$ cat src/rtl/adc_idelay_calib_ctrl.sv
// adc_idelay_calib_ctrl: trains per-lane IDELAY taps by sweeping a common tap, checking the ramp pattern and centring each lane in its widest passing window
// Ports: clk/reset (sync, active-high); start pulse; idelay_rdy; adc_valid/adc_data ramp input;
//        tap_value/tap_load to the IDELAYs; busy/done/lane_fail/timeout status.
module adc_idelay_calib_ctrl #(
  parameter int DATA_WIDTH = 14,
  parameter int TAP_WIDTH  = 5,
  parameter int SETTLE     = 16,
  parameter int SAMPLES    = 64,
  parameter int MIN_WINDOW = 4,
  parameter int TIMEOUT    = 1024
) (
  input  logic                            clk,
  input  logic                            reset,
  input  logic                            start,
  input  logic                            idelay_rdy,
  input  logic                            adc_valid,
  input  logic [DATA_WIDTH-1:0]           adc_data,
  output logic [DATA_WIDTH*TAP_WIDTH-1:0] tap_value,
  output logic                            tap_load,
  output logic                            busy,
  output logic                            done,
  output logic [DATA_WIDTH-1:0]           lane_fail,
  output logic                            timeout
);
  localparam int TAPS = 2**TAP_WIDTH;
  localparam int LW = TAP_WIDTH + 1;
  localparam int SW = $clog2(SETTLE + 1);
  localparam int CW = $clog2(SAMPLES + 1);
  localparam int IW = $clog2(TIMEOUT + 1);
  localparam int NW = $clog2(DATA_WIDTH + 1);
  localparam logic [TAP_WIDTH-1:0] TAP_LAST = TAP_WIDTH'(TAPS - 1);
  localparam logic [NW-1:0] LANE_LAST = NW'(DATA_WIDTH - 1);
  localparam logic [CW-1:0] SAMP_LAST = CW'(SAMPLES - 1);
  localparam logic [IW-1:0] IDLE_LAST = IW'(TIMEOUT - 1);
  localparam logic [SW-1:0] SETTLE_INIT = SW'(SETTLE - 1);
  localparam logic [LW-1:0] MIN_LEN = LW'(MIN_WINDOW);

  typedef enum logic [3:0] {
    S_IDLE, S_WAIT_RDY, S_LOAD, S_SETTLE, S_CHECK, S_NEXT, S_ANALYZE, S_APPLY, S_DONE
  } state_t;

  state_t state, nxt;
  logic [TAP_WIDTH-1:0] tap, atap, run_start, best_start, cur_start, fin_start, fin_tap;
  logic [LW-1:0] run_len, best_len, cur_len, fin_len;
  logic [SW-1:0] settle_cnt;
  logic [CW-1:0] samp_cnt;
  logic [IW-1:0] idle_cnt;
  logic [NW-1:0] lane;
  logic seeded, p, better, fin_ok, abort;
  logic [DATA_WIDTH-1:0] prev, err_acc;
  logic [DATA_WIDTH-1:0][TAPS-1:0] pass_map;
  logic [DATA_WIDTH*TAP_WIDTH-1:0] result;

  always_comb begin
    nxt = state;
    abort = 1'b0;
    p = pass_map[lane][atap];
    cur_len = p ? run_len + LW'(1) : '0;
    cur_start = (p && run_len == '0) ? atap : run_start;
    // strictly longer replaces, so the earliest of equal runs is kept
    better = p && (cur_len > best_len);
    fin_len = better ? cur_len : best_len;
    fin_start = better ? cur_start : best_start;
    fin_ok = fin_len >= MIN_LEN;
    fin_tap = fin_ok ? fin_start + TAP_WIDTH'((fin_len - LW'(1)) >> 1) : '0;
    case (state)
      S_IDLE:     nxt = start ? S_WAIT_RDY : S_IDLE;
      S_WAIT_RDY: nxt = idelay_rdy ? S_LOAD : S_WAIT_RDY;
      S_LOAD:     nxt = S_SETTLE;
      S_SETTLE:   nxt = (settle_cnt == '0) ? S_CHECK : S_SETTLE;
      S_CHECK: begin
        if (adc_valid && seeded && samp_cnt == SAMP_LAST) nxt = S_NEXT;
        else if (!adc_valid && idle_cnt == IDLE_LAST) begin
          abort = 1'b1;
          nxt = S_DONE;
        end
      end
      S_NEXT:     nxt = (tap == TAP_LAST) ? S_ANALYZE : S_LOAD;
      S_ANALYZE:  nxt = (atap == TAP_LAST && lane == LANE_LAST) ? S_APPLY : S_ANALYZE;
      S_APPLY:    nxt = S_DONE;
      S_DONE:     nxt = S_IDLE;
      default:    nxt = S_IDLE;
    endcase
  end

  always_ff @(posedge clk) begin
    if (reset) begin
      state <= S_IDLE;
      tap_value <= '0;
      tap_load <= 1'b0;
      busy <= 1'b0;
      done <= 1'b0;
      lane_fail <= '0;
      timeout <= 1'b0;
      pass_map <= '0;
      result <= '0;
      tap <= '0;
      atap <= '0;
      lane <= '0;
      run_start <= '0;
      run_len <= '0;
      best_start <= '0;
      best_len <= '0;
      settle_cnt <= '0;
      samp_cnt <= '0;
      idle_cnt <= '0;
      seeded <= 1'b0;
      prev <= '0;
      err_acc <= '0;
    end else begin
      state <= nxt;
      tap_load <= 1'b0;
      case (state)
        S_IDLE: if (start) begin
          busy <= 1'b1;
          done <= 1'b0;
          lane_fail <= '0;
          timeout <= 1'b0;
          tap <= '0;
          err_acc <= '0;
        end
        S_LOAD: begin
          tap_value <= {DATA_WIDTH{tap}};
          tap_load <= 1'b1;
          settle_cnt <= SETTLE_INIT;
          seeded <= 1'b0;
          samp_cnt <= '0;
          idle_cnt <= '0;
        end
        S_SETTLE: settle_cnt <= settle_cnt - SW'(1);
        S_CHECK: begin
          if (adc_valid) begin
            idle_cnt <= '0;
            prev <= adc_data;
            seeded <= 1'b1;
            if (seeded) begin
              err_acc <= err_acc | (adc_data ^ (prev + DATA_WIDTH'(1)));
              samp_cnt <= samp_cnt + CW'(1);
            end
          end else begin
            idle_cnt <= idle_cnt + IW'(1);
          end
          if (abort) begin
            timeout <= 1'b1;
            lane_fail <= '1;
            tap_value <= '0;
            tap_load <= 1'b1;
          end
        end
        S_NEXT: begin
          for (int i = 0; i < DATA_WIDTH; i++) pass_map[i][tap] <= ~err_acc[i];
          err_acc <= '0;
          tap <= tap + TAP_WIDTH'(1);
          lane <= '0;
          atap <= '0;
          run_start <= '0;
          run_len <= '0;
          best_start <= '0;
          best_len <= '0;
        end
        S_ANALYZE: begin
          atap <= atap + TAP_WIDTH'(1);
          run_len <= cur_len;
          run_start <= cur_start;
          if (better) begin
            best_len <= cur_len;
            best_start <= cur_start;
          end
          // last tap of a lane: commit its result and restart the run tracking for the next lane
          if (atap == TAP_LAST) begin
            result[lane*TAP_WIDTH +: TAP_WIDTH] <= fin_tap;
            lane_fail[lane] <= !fin_ok;
            lane <= lane + NW'(1);
            run_len <= '0;
            best_len <= '0;
          end
        end
        S_APPLY: begin
          tap_value <= result;
          tap_load <= 1'b1;
        end
        S_DONE: begin
          busy <= 1'b0;
          done <= 1'b1;
        end
        default: ;
      endcase
    end
  end
endmodule

$ cat config.mk
export PLATFORM = sky130hd
export DESIGN_NAME = adc_idelay_calib_ctrl
export DESIGN_NICKNAME = d
export VERILOG_FILES = /design/src/rtl/adc_idelay_calib_ctrl.sv
export SDC_FILE = /design/constraint.sdc
export NUM_CORES = 2
export LEC_CHECK = 0
export CELL_PAD_IN_SITES_DETAIL_PLACEMENT = 2
export CELL_PAD_IN_SITES_GLOBAL_PLACEMENT = 2
export CORE_MARGIN = 3
export CORE_UTILIZATION = 35
export DETAILED_ROUTE_END_ITERATION = 12
export PLACE_DENSITY_LB_ADDON = 0.1
export RECOVER_POWER = 25
export SKIP_LAST_GASP = 1
export SLEW_MARGIN = 20
export SYNTH_ARGS = -nofsm -noshare
export SYNTH_HDL_FRONTEND = slang
export SYNTH_SLANG_ARGS = --single-unit
$ cat constraint.sdc
create_clock -name clk -period 6.27 [get_ports clk]
set_input_delay 0.9405 -clock clk [delete_from_list [all_inputs] [get_ports clk]]
set_output_delay 0.9405 -clock clk [all_outputs]
set_load 0.01 [all_outputs]
==> qor.csv <==
stage,metric,value,unit
critical_path,r2r_cells,33,
detailed_routing,met1_length,53200,um
critical_path,r2r-start,lane[0],
detailed_routing,drt-pass1-iter-count,5,
run,maxCapViolCount,0,
timing,timing.final.max_slew_violations,0,
critical_path,crit_path_kind,reg2reg,
global_routing,grt_resource_usage_total,0.264,
cts,cts_max_level,3,
critical_path,timing.reg2reg.setup_slack,-140,ps
critical_path,critical_path.endpoint_type,register,
detailed_routing,routed_wirelength,123000,um
critical_path,worst_path_largest_cell_delay,420,ps
cts,cts.hold.buffers_added,0,
timing,finalSetupTns,-2190,ps
cts,clockRootBuffer,sky130_fd_sc_hd__clkbuf_16,
placed_design,preCtsSetupSlack,-638,ps
timing,rsz0062_at_grt,true,
status,failing_checks,setup timing,
critical_path,cp.arrival,6960,ps
placed_design,globalplace.congestion,0.878,
status,status,"complete, but fails checks",
logic_synthesis,synthesis.nets,3459,
timing,max_slew_margin,0.177,
global_routing,first_global_vias,29600,
detailed_routing,route.detailed.vias_per_inst,5.67,
final_layout,final_layout_size_suffix_gt1_frac,0.173,
detailed_routing,drt_iter0_markers,1468,
timing,clock_skew_after_layout,17.2,ps
final_layout,filler_cell_count,8992,
cts,tritoncts_clock_tree,done,
floorplan,initial_utilization,0.356,
final_layout,antenna_cells,0,
floorplan,die_h,299,um
power,vdd_ir_drop_max,0.188,mV
power,power.density,262,nW/um^2
cts,bufs_on_longest_clock_path,3,
global_routing,grt.overflow.total,0,
logic_synthesis,share_of_synthesized_flip_flops_with_an_asynchronous_set_or_reset,0,
detailed_routing,drc_errors,0,
timing,layout_min_cycle_time,6410,ps
detailed_routing,top_layer,met4,
final_layout,layoutNonFillerInstCount,4777,
timing,layout_worst_path_cycle_share,1.02,
floorplan,design.portCount,107,
detailed_routing,detail_route.wl_per_cell,25.7,um
critical_path,worstSetupEndpoint,result[24],
detailed_routing,wl_met3,3640,um
logic_synthesis,number_of_synthesized_register_bits,698,
global_routing,antenna_violations_before_repair,0,
critical_path,reg2reg_to,result[24],
logic_synthesis,mapped_avg_cell_area,8.79,um^2
logic_synthesis,synth_instances,3411,
final_layout,num-nets-final,3629,
logic_synthesis,yosys_most_used_dff,sky130_fd_sc_hd__dfxtp_1,
final_layout,layout.area.seq,14000,um^2
timing,timing_worst_slew_pin_value,1230,ps
global_routing,grt_max_degree,192,
placed_design,detailed_place_hpwl,77700,um
timing,setup_violations,33,
timing,fmax,0.156,GHz
timing,worst_hold_margin,460,ps
logic_synthesis,synth_area,30000,um^2
critical_path,cp_num_buf_inv,11,
cts,worst_skew_pair.late_latency,640,ps
critical_path,crit_path_max_fanout,15,
floorplan,core_area,84200,um^2
detailed_routing,overall_via_count_from_detail_route,27100,
placed_design,dp.cells,4562,
final_layout,synth_to_final_area_change,24.7,%
critical_path,path_common_cell,sky130_fd_sc_hd__buf_4,
logic_synthesis,count_of_different_cell_masters_after_synthesis,74,
critical_path,timing.critical_path.slowest_stage_cell,sky130_fd_sc_hd__mux2i_1,
timing,timing.final.hold_violations,0,
final_layout,post-route-util,0.444,
power,leakage,0.0125,uW
critical_path,timing.critical_path.depth,33,
final_layout,multi_input_area,15500,um^2
global_routing,grt_pass1_wl,185000,um
floorplan,die_area,89300,um^2
logic_synthesis,yosysWarningCount,0,
worst_hold_path,worst_hold_path_type,reg2reg,
detailed_routing,met2_length,62000,um
logic_synthesis,synth_edf_count,0,
critical_path,worst_setup_path_start_kind,register,
floorplan,die_width,299,um
cts,clk_pin_slew_worst_paths,60,ps
floorplan,std_cell_rows,106,
critical_path,required,6820,ps
logic_synthesis,synth.yosys.seq_area_share,0.466,
cts,cts_sinks,698,
cts,cts-buffers-inserted,82,
placed_design,port-buffer-count,106,
timing,finalWorstSetupSlack,-141,ps
critical_path,setup.worst_path.start,lane[0],
detailed_routing,route.antenna.remaining_nets,0,
critical_path,crit_family,buffers and inverters,
## cells by family (layout without fill, tap and decap cells)
logic type,Yosys count,in the layout,share of synthesized area
compound gates,878,878,0.195
simple gates,1186,1186,0.168
flops,698,698,0.466
xor+xnor,48,48,0.0143
fa+ha+maj,29,29,0.0123
mux,234,234,0.0981
buf+inv,338,570,0.0462
## worst reg2reg max path: cells and delay by family (launching register included)
family	cells	cell delay (ps)
AOI/OAI and AO/OA	10	1680
xor gates and xnor gates	2	330
adders and majority gates	2	560
buffers and inverters	11	1710
DFF	1	400
muxes	2	760
and+or+nand+nor	6	880
## registers in the layout (all words and copies together) (netlist names), 5 cells and up
name	cells
run_start	5
prev	14
atap	5
best_start	5
tap	5
pass_map	448
lane_fail	14
tap_value	70
settle_cnt	5
best_len	6
err_acc	14
run_len	6
idle_cnt	11
samp_cnt	7
result	70
## metrics by stage
stage,instance area (um^2),power [uW]
after floorplan,30000,4920
after global placement,33200,5190
after detailed placement,33200,5210
after CTS,36600,9900
after global routing,37400,10100
final,37400,9780
## report_power, final
| part | leakage (uW) | internal (uW) | total, uW | switching [uW] |
|---|---|---|---|---|
| clock network | 0.00129 | 2690 | 4680 | 2000 |
| logic | 0.00557 | 158 | 545 | 387 |
| registers | 0.00564 | 4490 | 4550 | 61.5 |
## worst min-delay path by stage
| stage | from | to | slack [ps] | cells after the start |
|---|---|---|---|---|
| 2_1_floorplan | result[10] | result[10] | 440 | 2 |
| 3_3_place_gp | err_acc[9] | err_acc[9] | 440 | 2 |
| 3_5_place_dp | result[60] | result[60] | 450 | 2 |
| 4_1_cts | result[60] | result[60] | 460 | 2 |
| 5_1_grt | result[37] | result[37] | 490 | 2 |
| 6_report | result[60] | result[60] | 460 | 2 |
## cells in the final DEF (no fill, tap or decap), types with 24 or more instances in the layout
cell type	instances
sky130_fd_sc_hd__nor3_1	107
sky130_fd_sc_hd__nand2_1	165
sky130_fd_sc_hd__buf_12	33
sky130_fd_sc_hd__dlygate4sd3_1	90
sky130_fd_sc_hd__clkbuf_1	28
sky130_fd_sc_hd__ha_1	25
sky130_fd_sc_hd__buf_6	24
sky130_fd_sc_hd__buf_4	215
sky130_fd_sc_hd__mux4_2	47
sky130_fd_sc_hd__xnor2_1	28
sky130_fd_sc_hd__nor2_1	702
sky130_fd_sc_hd__o22ai_1	45
sky130_fd_sc_hd__a211oi_1	418
sky130_fd_sc_hd__dfxtp_1	681
sky130_fd_sc_hd__a21oi_1	211
sky130_fd_sc_hd__nand3_1	55
sky130_fd_sc_hd__inv_1	25
sky130_fd_sc_hd__clkbuf_16	85
sky130_fd_sc_hd__o21ai_0	60
sky130_fd_sc_hd__mux2i_1	166
## repair_timing
action                                  in CTS  in global routing
setup buffers                               37                 34
hold endpoints to repair                     0                  0
pin swaps                                   32                 63
gates resized for setup                     71                119
gates cloned                                 2                  1
endpoints found under the setup margin      56                 56
## synth_stat cells, drive strengths merged, types with 11 or more instances
| cell | n | area (um^2) |
|---|---|---|
| nand3 | 63 | 315 |
| nand3b | 20 | 154 |
| o21ai | 76 | 380 |
| a211oi | 433 | 3280 |
| mux2i | 179 | 1790 |
| nand2b | 17 | 106 |
| nor4 | 11 | 75.1 |
| xnor2 | 31 | 279 |
| clkbuf | 249 | 935 |
| buf | 59 | 339 |
| ha | 28 | 350 |
| a21oi | 232 | 1160 |
| and3 | 17 | 106 |
| or3 | 17 | 106 |
| inv | 29 | 109 |
| a22oi | 22 | 165 |
| mux4 | 47 | 1060 |
| nand2 | 174 | 653 |
| dfxtp | 698 | 14000 |
| nor3 | 117 | 591 |
| nor2 | 716 | 2690 |
| o22ai | 49 | 307 |
| xor2 | 17 | 149 |
## routing by layer
layer,vias to the layer above,track usage
met2,491,0.481
met5,-,0
met1,13900,0.326
met4,0,0.0842
li1,12500,-
met3,204,0.0274
## final cells by class
| cell class | instances | share of cell area |
|---|---|---|
| Tap cell | 1134 | 0.0379 |
| Clock buffer | 116 | 0.0634 |
| Timing Repair Buffer | 394 | 0.101 |
| Multi-Input combinational cell | 2375 | 0.414 |
| Inverter | 30 | 0.00301 |
| Clock inverter | 30 | 0.00616 |
| Sequential cell | 698 | 0.374 |
No activity file was read; power rests on OpenSTA's default activity.
